[src/rtl/divider_block.sv]
// Softmax normaliser stage: divides each replayed exp value by the latched exp sum.
// Restoring divider, one quotient bit per cycle, unsigned fixed point with frac_bits fraction bits.
module divider_block #(
    parameter int data_size      = 32,
    parameter int number_of_data = 10,
    parameter int frac_bits      = 16
) (
    input  logic                 clock_i,
    input  logic                 reset_n_i,
    input  logic [data_size-1:0] sum_i,
    input  logic                 sum_valid_i,
    input  logic [data_size-1:0] exp_data_i,
    input  logic                 exp_data_valid_i,
    output logic                 exp_data_ready_o,
    output logic [data_size-1:0] div_o,
    output logic                 div_valid_o,
    input  logic                 div_ready_i,
    output logic                 div_done_o,
    output logic                 busy_o
);

    localparam int QW = data_size + frac_bits;
    localparam int BW = $clog2(QW + 1);
    localparam int CW = $clog2(number_of_data + 1);
    localparam logic [CW-1:0] LAST_ELEM = CW'(number_of_data - 1);

    localparam logic [2:0] IDLE      = 3'd0;
    localparam logic [2:0] WAIT_DATA = 3'd1;
    localparam logic [2:0] DIVIDE    = 3'd2;
    localparam logic [2:0] OUTPUT    = 3'd3;
    localparam logic [2:0] DONE      = 3'd4;

    logic [2:0]           r_state;
    logic                 r_sum_valid_d;
    logic [data_size-1:0] r_divisor;
    logic [data_size-1:0] r_rem;
    logic [QW-1:0]        r_quo;
    logic [BW-1:0]        r_bit_cnt;
    logic [CW-1:0]        r_elem_cnt;
    logic [data_size-1:0] r_div;

    logic                 w_sum_rise;
    logic [data_size:0]   w_rem_shift;
    logic                 w_fits;
    logic [data_size-1:0] w_trial;
    logic                 w_overflow;

    assign w_sum_rise  = sum_valid_i & ~r_sum_valid_d;

    // r_quo starts as the shifted dividend; its MSB feeds the remainder while quotient bits fill from the LSB.
    assign w_rem_shift = {r_rem, r_quo[QW-1]};
    assign w_fits      = (w_rem_shift >= {1'b0, r_divisor});
    assign w_trial     = w_rem_shift[data_size-1:0] - r_divisor;
    assign w_overflow  = |r_quo[QW-1:data_size];

    assign exp_data_ready_o = (r_state == WAIT_DATA);
    assign div_valid_o      = (r_state == OUTPUT);
    assign div_done_o       = (r_state == DONE);
    assign busy_o           = (r_state != IDLE);
    assign div_o            = r_div;

    // NOTE: all state here uses non-blocking assignments so every register samples pre-edge values.
    always_ff @(posedge clock_i or negedge reset_n_i) begin
        if (!reset_n_i) begin
            r_state       <= IDLE;
            r_sum_valid_d <= 1'b0;
            r_divisor     <= '0;
            r_rem         <= '0;
            r_quo         <= '0;
            r_bit_cnt     <= '0;
            r_elem_cnt    <= '0;
            r_div         <= '0;
        end else begin
            r_sum_valid_d <= sum_valid_i;
            case (r_state)
                IDLE: begin
                    if (w_sum_rise) begin
                        r_divisor  <= sum_i;
                        r_elem_cnt <= '0;
                        r_state    <= WAIT_DATA;
                    end
                end
                WAIT_DATA: begin
                    if (exp_data_valid_i) begin
                        r_quo     <= {exp_data_i, {frac_bits{1'b0}}};
                        r_rem     <= '0;
                        r_bit_cnt <= BW'(QW);
                        r_state   <= DIVIDE;
                    end
                end
                DIVIDE: begin
                    if (r_bit_cnt != '0) begin
                        r_rem     <= w_fits ? w_trial : w_rem_shift[data_size-1:0];
                        r_quo     <= {r_quo[QW-2:0], w_fits};
                        r_bit_cnt <= r_bit_cnt - BW'(1);
                    end else begin
                        // Zero divisor and quotients too wide for div_o both clamp to full scale.
                        r_div   <= (r_divisor == '0 || w_overflow) ? '1 : r_quo[data_size-1:0];
                        r_state <= OUTPUT;
                    end
                end
                OUTPUT: begin
                    if (div_ready_i) begin
                        r_elem_cnt <= r_elem_cnt + CW'(1);
                        r_state    <= (r_elem_cnt == LAST_ELEM) ? DONE : WAIT_DATA;
                    end
                end
                DONE:    r_state <= IDLE;
                default: r_state <= IDLE;
            endcase
        end
    end

endmodule

[config.mk]
export PLATFORM = sky130hd
export DESIGN_NAME = divider_block
export DESIGN_NICKNAME = d
export VERILOG_FILES = /design/src/rtl/divider_block.sv
export SDC_FILE = /design/constraint.sdc
export NUM_CORES = 1
export LEC_CHECK = 0
export CAP_MARGIN = 20
export CORE_UTILIZATION = 45
export CTS_CLUSTER_DIAMETER = 150
export DETAILED_ROUTE_END_ITERATION = 10
export GPL_TIMING_DRIVEN = 0
export PLACE_DENSITY = 0.8
export SLEW_MARGIN = 10
export SYNTH_ARGS = -nofsm -noshare
export SYNTH_HDL_FRONTEND = slang
export SYNTH_SLANG_ARGS = --single-unit
[constraint.sdc]
create_clock -name clock_i -period 2.5 [get_ports clock_i]
set_clock_uncertainty 0.05 [all_clocks]
set_input_delay 0.375 -clock clock_i [delete_from_list [all_inputs] [get_ports clock_i]]
set_output_delay 0.375 -clock clock_i [all_outputs]
set_load 0.01 [all_outputs]
==> results of run 1 <==
[power by group through the flow]
| stage | logic, uW | registers, uW | clock network [uW] |
|---|---|---|---|
| floorplan | 4890 | 4180 | 0 |
| global placement | 6780 | 4310 | 0 |
| detailed placement | 6940 | 4340 | 0 |
| CTS | 8030 | 4280 | 2620 |
| global route | 10500 | 4480 | 2740 |
| finish | 9850 | 4400 | 2640 |
[per-layer routing]
metal,GRT usage,vias up,share of wire
li1,-,3686,-
met1,0.319,4146,0.39
met2,0.412,453,0.49
met3,0.0356,101,0.075
met4,0.141,0,0.042
met5,0,-,0
[per-stage QoR]
step | total power (uW) | area [sq um] | hold slack [ns] | util | setup TNS, ns
finish | 16900 | 12000 | 0.357 | 0.640 | -6.81
global route | 17700 | 12000 | 0.371 | 0.640 | -9.17
CTS | 14900 | 11200 | 0.365 | 0.599 | -5.35
detailed placement | 11300 | 10000 | 0.321 | 0.534 | -36.40
global placement | 11100 | 10000 | 0.439 | 0.533 | -871.52
floorplan | 9080 | 8660 | 0.0294 | - | -0.00305
[repair_timing]
action	CTS	global route
setup endpoints to repair	88	124
hold buffers	1	0
buffers inserted	34	31
pin swaps	25	58
hold endpoints to repair	72	0
gates cloned	1	2
gates resized for setup	76	137
[sequential cells by signal (all words and copies together) (netlist names)]
| name | flops |
|---|---|
| r_rem | 32 |
| div_o | 32 |
| r_divisor | 32 |
| r_state | 3 |
| r_sum_valid_d | 1 |
| r_elem_cnt | 4 |
| r_bit_cnt | 6 |
| r_quo | 48 |
[how the worst max path moves through the flow]
stage | slack, ns | start | end
after floorplan | -0.003 | r_quo[47]$_DFFE_PN0P_ | r_rem[24]$_DFFE_PN0P_
after global placement | -5.32 | reset_n_i | r_divisor[11]$_DFFE_PN0P_
after detailed placement | -0.65 | r_divisor[1]$_DFFE_PN0P_ | r_rem[11]$_DFFE_PN0P_
after CTS | -0.21 | r_rem[0]$_DFFE_PN0P_ | r_rem[31]$_DFFE_PN0P_
after global routing | -0.38 | r_divisor[5]$_DFFE_PN0P_ | r_rem[26]$_DFFE_PN0P_
final | -0.34 | r_divisor[15]$_DFFE_PN0P_ | r_rem[26]$_DFFE_PN0P_
[logic make-up (layout without fill, tap and decap cells)]
kind of cell | count (synthesis) | in the layout | share of synthesized area
simple gates | 323 | 323 | 0.173
compound gates | 229 | 229 | 0.191
flops | 158 | 158 | 0.459
buf+inv | 95 | 292 | 0.0435
fa+ha+maj | 37 | 37 | 0.0546
mux | 36 | 36 | 0.0466
xor+xnor | 32 | 32 | 0.0325
[placed cells by master, fill, tap and decap left out, types with 20 or more instances in the layout]
| cell type | count |
|---|---|
| nand3_1 | 32 |
| clkdlybuf4s50_1 | 103 |
| mux2_2 | 33 |
| a21oi_1 | 21 |
| nand2_1 | 132 |
| clkbuf_16 | 20 |
| buf_4 | 53 |
| o21ai_0 | 27 |
| o22a_1 | 32 |
| dfrtp_1 | 152 |
| inv_1 | 38 |
| nor2_1 | 64 |
| a31oi_1 | 33 |
[worst max-delay path: cells and delay by family (launching register included)]
family,cells,cell delay (ns)
buffers and inverters,2,0.26
adder cells (fa/ha/maj),1,0.30
AO/OA/AOI/OAI,4,0.97
AND/OR/NAND/NOR,3,0.58
XOR/XNOR,1,0.15
flip-flops,1,0.41
[final cells by class]
cell class | instances | area [sq um]
Fill cell | 1342 | 6760
Timing Repair Buffer | 168 | 1620
Buffer | 49 | 313
Multi-Input combinational cell | 657 | 5070
Inverter | 43 | 161
Sequential cell | 158 | 3960
Clock buffer | 17 | 425
Tap cell | 234 | 293
Clock inverter | 15 | 166
==> results.md, run 1 <==
- Net count after synthesis: between 1k and 1.5k
- Internal power: 9360 uW
- Setup CP Type: flip-flop to flip-flop
- Post-Syn Area: about 8600 sq um
- Dpl hpwl: 16700 microns
- Slew Limit Fails: 0
- First-pass DRT Iterations: 6
- Slew at the pin with the worst max-slew slack: roughly 1.1 ns
- Die Height: 140 microns
- Setup WS post-layout: -0.340 ns
- Cells along the critical path: inv_1 -> ha_1 -> buf_4 -> a211oi_1 -> o211ai_1 -> nand2_1 -> o22ai_1 -> nor3_2 -> nor2_1 -> xnor2_1 -> o31ai_1
- Leak: 0.00522 uW
- Largest cells by area after synthesis: dfrtp_1 (46%), nand2_1 (6.0%), ha_1 (5.2%)
- CORE AREA: 18800 sq um
- Hold Path Stages: 1
- Worst rel slew slack: 0.289
- Most frequent cell after synthesis: dfrtp_1
- Clk_lat worst skew: 0.45 ns
- CTS tree: yes
- Mapped Cells: 910
- Antenna diode count: 0
- Die width: 140 microns
- Worst min-delay path startpoint: sum_valid_i
- GRT Resource Usage Total: 0.251
- RSZ-0062 raised after global routing: true
- Final setup viols: 33
- Area Overhead vs Synth: 39.3%
- Cell variety after synth: 65
- Cells on worst reg2reg path: 11
- Fin nets: 1200
- Reg2reg end: r_rem[26]$_DFFE_PN0P_
- Final hold violations: 0
- Worst R2R Start: r_divisor[15]$_DFFE_PN0P_
- I/O Pins: 105
- CTS clk-pin slew, worst paths: about 0.08 ns
- Max stage delay on crit path: just over 0.4 ns
- Initial antenna violation count: 0
- Placed insts: 1249
- Post-synth top flop: dfrtp_1
- Yosys top cell by area: dfrtp_1
- Vias per std cell: ~6.3
- Clock Tree Buf Depth: 2
- WL/cell: 20.7 microns
- Placer Congestion: around 0.92
- H-tree levels: 4
- Register share of total power: 0.260
- Hold Crit Class: input port to flip-flop
- Via count: 8386
- DRT antenna net count: 0
- VDD IR-drop max: between 0.0007 and 0.0008 V
- Status: complete, but fails checks
- Largest net degree at the start of global routing: 87
- Row count: 50
- Min-Delay Endpoint: r_sum_valid_d$_DFF_PN0_
- Fmax: 352 MHz
- CTS root buf: clkbuf_16
- Non-Filler Instances: 1341
- Drt first-iter violations: 990
- Crit share post-route: 1.14
- Clock power share: 0.156
- Failing checks: negative setup slack
- CTS sink cnt: between 150 and 200
- Yosys warns: 0
- Comb pwr share: 0.583
- GRT overflow: 0
- Commonest cells post-synth: dfrtp_1 (158), nand2_1 (138), nor2_1 (65), inv_1 (43), nand3_1 (39)
- DRC viols: 0
- CP required: between 2 and 3 ns
- WL final: 27800 microns
- Worst path slowest cell: dfrtp_1
- FFs w/ async S/R, synth: 1.00
- Synthesized area per cell: roughly 9.5 sq um
- TritonCTS Buffers: 17
- Switching Fraction: 0.446
- Initial core utilization: 0.459
- Reg2reg setup slack: -0.34 ns
- Fraction of layout cells with a size suffix above 1: 0.255
- Post-synth top area share: 0.459
- Die area: about 20000 sq um
- Setup WS pre-CTS: -0.647 ns
- Buffers on Ports: 104
- Sequential area share after synthesis: 0.459
- Setup crit end kind: flip-flop
- Flops & latches, synth: 158
- Sw power: 7530 uW
- EDFF count, synth: 0
- Crit path max fanout: 9
- First-pass GRT wire length: ~39000 microns
- Vias in the first global route: between 7k and 8k
- Max cap viols: 0
- PwrDens: ~1400 nW/um^2
- Worst EP arrival: 3.12 ns
- CP Launch Type: flip-flop
- Crit path time final: between 2 and 3 ns
No activity file was read; power rests on OpenSTA's default activity.
==> inputs of run 2 (changes only) <==
--- a/config.mk
+++ b/config.mk
@@ -6,11 +6,11 @@
 export NUM_CORES = 1
 export LEC_CHECK = 0
 export CAP_MARGIN = 20
-export CORE_UTILIZATION = 45
+export CORE_UTILIZATION = 35
 export CTS_CLUSTER_DIAMETER = 150
 export DETAILED_ROUTE_END_ITERATION = 10
 export GPL_TIMING_DRIVEN = 0
-export PLACE_DENSITY = 0.8
+export PLACE_DENSITY = 0.67
 export SLEW_MARGIN = 10
 export SYNTH_ARGS = -nofsm -noshare
 export SYNTH_HDL_FRONTEND = slang
==> run 2 against run 1 <==
Net effect: the flow still finishes with violations (negative setup slack); sequential cell count is the same; final area shrank 2.1%; first-iteration DRC count shrank 33%; non-clock buffer count shrank 14; register-to-register slack gained 0.09 ns; critical path depth shrank 2; clock-buffer cell count is the same; routed wire length shrank 11%; critical endpoint is now r_rem[14]$_DFFE_PN0P_.
==> results.md, run 2 (same netlist as run 1, synthesis figures left out) <==
- Reg2reg end: r_rem[14]$_DFFE_PN0P_
- Max cap viols: 0 (unchanged)
- DRC viols: 0 (unchanged)
- CTS sink cnt: 158 (unchanged)
- Design Area, Final: 11800 sq um (-2.1%)
- Cells on worst reg2reg path: 9 (-2)
- First-pass GRT wire length: 40300 microns (+3.8%)
- Die width: 159 microns (+13%)
- Worst hold margin: 0.370 ns (+0.0127 ns)
- Setup WS post-layout: -0.253 ns (+0.0864 ns)
- I/O Pins: 105 (unchanged)
- CTS root buf: clkbuf_16
- RSZ-0062 raised after global routing: true
- Fin nets: 1186 (-1.2%)
- WL/cell: 17.5 microns (-16%)
- Leading cell type in the layout, fill and taps excluded: dfrtp_1
- Biggest register: r_quo
- Setup TNS: -4.43 ns (+2.38 ns)
- Hold Path Stages: 1 (unchanged)
- Die area: 25300 sq um (+28%)
- Worst EP arrival: 3.08 ns (-0.04 ns)
- Status: complete, but fails checks
- Worst R2R Start: r_rem[5]$_DFFE_PN0P_
- Setup crit end kind: flip-flop
- Crit path time final: 2.75 ns (-0.0864 ns)
- Antenna diode count: 0 (unchanged)
- CTS clk-pin slew, worst paths: 0.08 ns (about the same)
- Internal power: 8980 uW (-4.0%)
- Fraction of layout cells with a size suffix above 1: 0.222 (-0.0324)
- Via count: 7718 (-8.0%)
- Largest net degree at the start of global routing: 82 (-5.7%)
- Slew at the pin with the worst max-slew slack: 0.734 ns (-0.333 ns)
- Fmax: 363 MHz (+3.1%)
- Register share of total power: 0.272 (+0.012)
- CORE AREA: 24200 sq um (+29%)
- WL final: 24700 microns (-11%)
- CP required: 2.83 ns (+0.05 ns)
- Final setup viols: 33 (unchanged)
- Row count: 57 (+14%)
- Switching Fraction: 0.433 (-0.0128)
- Buffers on Ports: 104 (unchanged)
- Comb pwr share: 0.558 (-0.025)
- CP Launch Type: flip-flop
- DRT antenna net count: 0 (unchanged)
- Initial core utilization: 0.356 (-0.104)
- Setup CP Type: flip-flop to flip-flop
- CTS tree: yes
- PwrDens: 1350 nW/um^2 (-4.3%)
- Max reg flops: 48 (unchanged)
- Final hold violations: 0 (unchanged)
- Drt first-iter violations: 666 (-33%)
- H-tree levels: 4 (unchanged)
- Vias in the first global route: 7604 (-1.8%)
- Clock power share: 0.169 (+0.013)
- Post-DP Area: 10100 sq um (+1.1%)
- Leak: 0.00500 uW (-4.2%)
- Initial antenna violation count: 0 (unchanged)
- VDD IR-drop max: 0.000609 V (-17%)
- Worst min-delay path startpoint: sum_valid_i
- Most frequent cells in the layout: dfrtp_1 (155), nand2_1 (134), clkdlybuf4s50_1 (103), nor2_1 (63), buf_4 (46)
- Dpl hpwl: 17000 microns (+1.6%)
- Placer Congestion: 0.899 (-2.5%)
- Vias per std cell: 5.45 (-13%)
- Worst rel slew slack: 0.511 (+0.222)
- Die Height: 159 microns (+13%)
- Overall power: 15800 uW (-6.2%)
- Area Overhead vs Synth: 36.4%
- Reg2reg setup slack: -0.25 ns (+0.09 ns)
- Min-Delay Endpoint: r_sum_valid_d$_DFF_PN0_
- Clk_lat worst skew: 0.44 ns (about the same)
- First-pass DRT Iterations: 7 (+1)
- Hold Crit Class: input port to flip-flop
- Clock Tree Buf Depth: 2 (unchanged)
- Crit share post-route: 1.10 (-0.0346)
- GRT overflow: 0 (unchanged)
- Failing checks: negative setup slack
- Sw power: 6860 uW (-8.9%)
- Slew Limit Fails: 0 (unchanged)
- GRT Resource Usage Total: 0.201 (-0.0496)
- TritonCTS Buffers: 17 (unchanged)
- Crit path max fanout: 7 (-2)
[run 2: changes by cell type in the layout (fill, tap and decap cells not counted), sizes merged]
cell / previous run / this run
buf: 82 / 69
clkbuf: 48 / 47
clkinv: 5 / 6
inv: 52 / 51
[run 2: cell type report]
type                       count  area (sq um)
multi-input combinational    657          4860
timing repair buffer         153          1440
clock buffer                  17           425
buffer                        50           325
tap                          324           405
fill                        2251         12500
inverter                      43           161
clock inverter                15           188
sequential                   158          3960
[run 2: worst max path at each step]
stage	startpoint	endpoint	slack [ns]	depth (start not counted)
floorplan	r_quo[47]$_DFFE_PN0P_	r_rem[24]$_DFFE_PN0P_	-0.003	11
global placement	reset_n_i	div_o[24]$_DFFE_PN0P_	-5.67	1
detailed placement	r_divisor[14]$_DFFE_PN0P_	r_rem[9]$_DFFE_PN0P_	-0.68	10
CTS	r_rem[8]$_DFFE_PN0P_	r_rem[14]$_DFFE_PN0P_	-0.25	11
global route	r_divisor[4]$_DFFE_PN0P_	r_rem[14]$_DFFE_PN0P_	-0.37	10
finish	r_rem[5]$_DFFE_PN0P_	r_rem[14]$_DFFE_PN0P_	-0.25	9
[run 2: stage by stage]
step | util | std cells | setup slack, ns
after global routing | 0.485 | 1417 | -0.373
after CTS | 0.473 | 1407 | -0.247
final | 0.485 | 1417 | -0.253
after floorplan | - | 910 | -0.00305
after detailed placement | 0.418 | 1339 | -0.680
after global placement | 0.417 | 1338 | -5.67
[run 2: metal layers]
metal | track usage | up-vias | routed length (microns)
met5 | 0 | - | 0
met4 | 0.0900 | 0 | 821
met3 | 0.0378 | 55 | 1260
met2 | 0.321 | 256 | 11600
met1 | 0.267 | 3775 | 11100
li1 | - | 3632 | -
[run 2: power groups by stage]
stage	Sequential [uW]	Combinational, uW	Clock [uW]
after floorplan	4180	4890	0
after global placement	4300	6890	0
after detailed placement	4310	7000	0
after CTS	4260	8260	2710
after global routing	4440	9600	2830
final	4310	8840	2680
[run 2: worst max-delay path: stages (launching register included)]
cell and delay [ns]:
dfrtp_1 0.43, ha_4 0.33, o211ai_1 0.17, a221oi_4 0.39, o21ai_2 0.12, a211oi_4 0.32, nor3_4 0.12, buf_4 0.17
or4_4 0.51, nand3_2 0.07
[run 2: timing repair]
item | in CTS | in global routing
setup buffers | 37 | 25
endpoints found under the setup margin | 132 | 112
hold endpoints to repair | 77 | 0
gates cloned | 0 | 0
resized for setup | 94 | 60
pin swaps | 30 | 22
hold buffers | 1 | 0
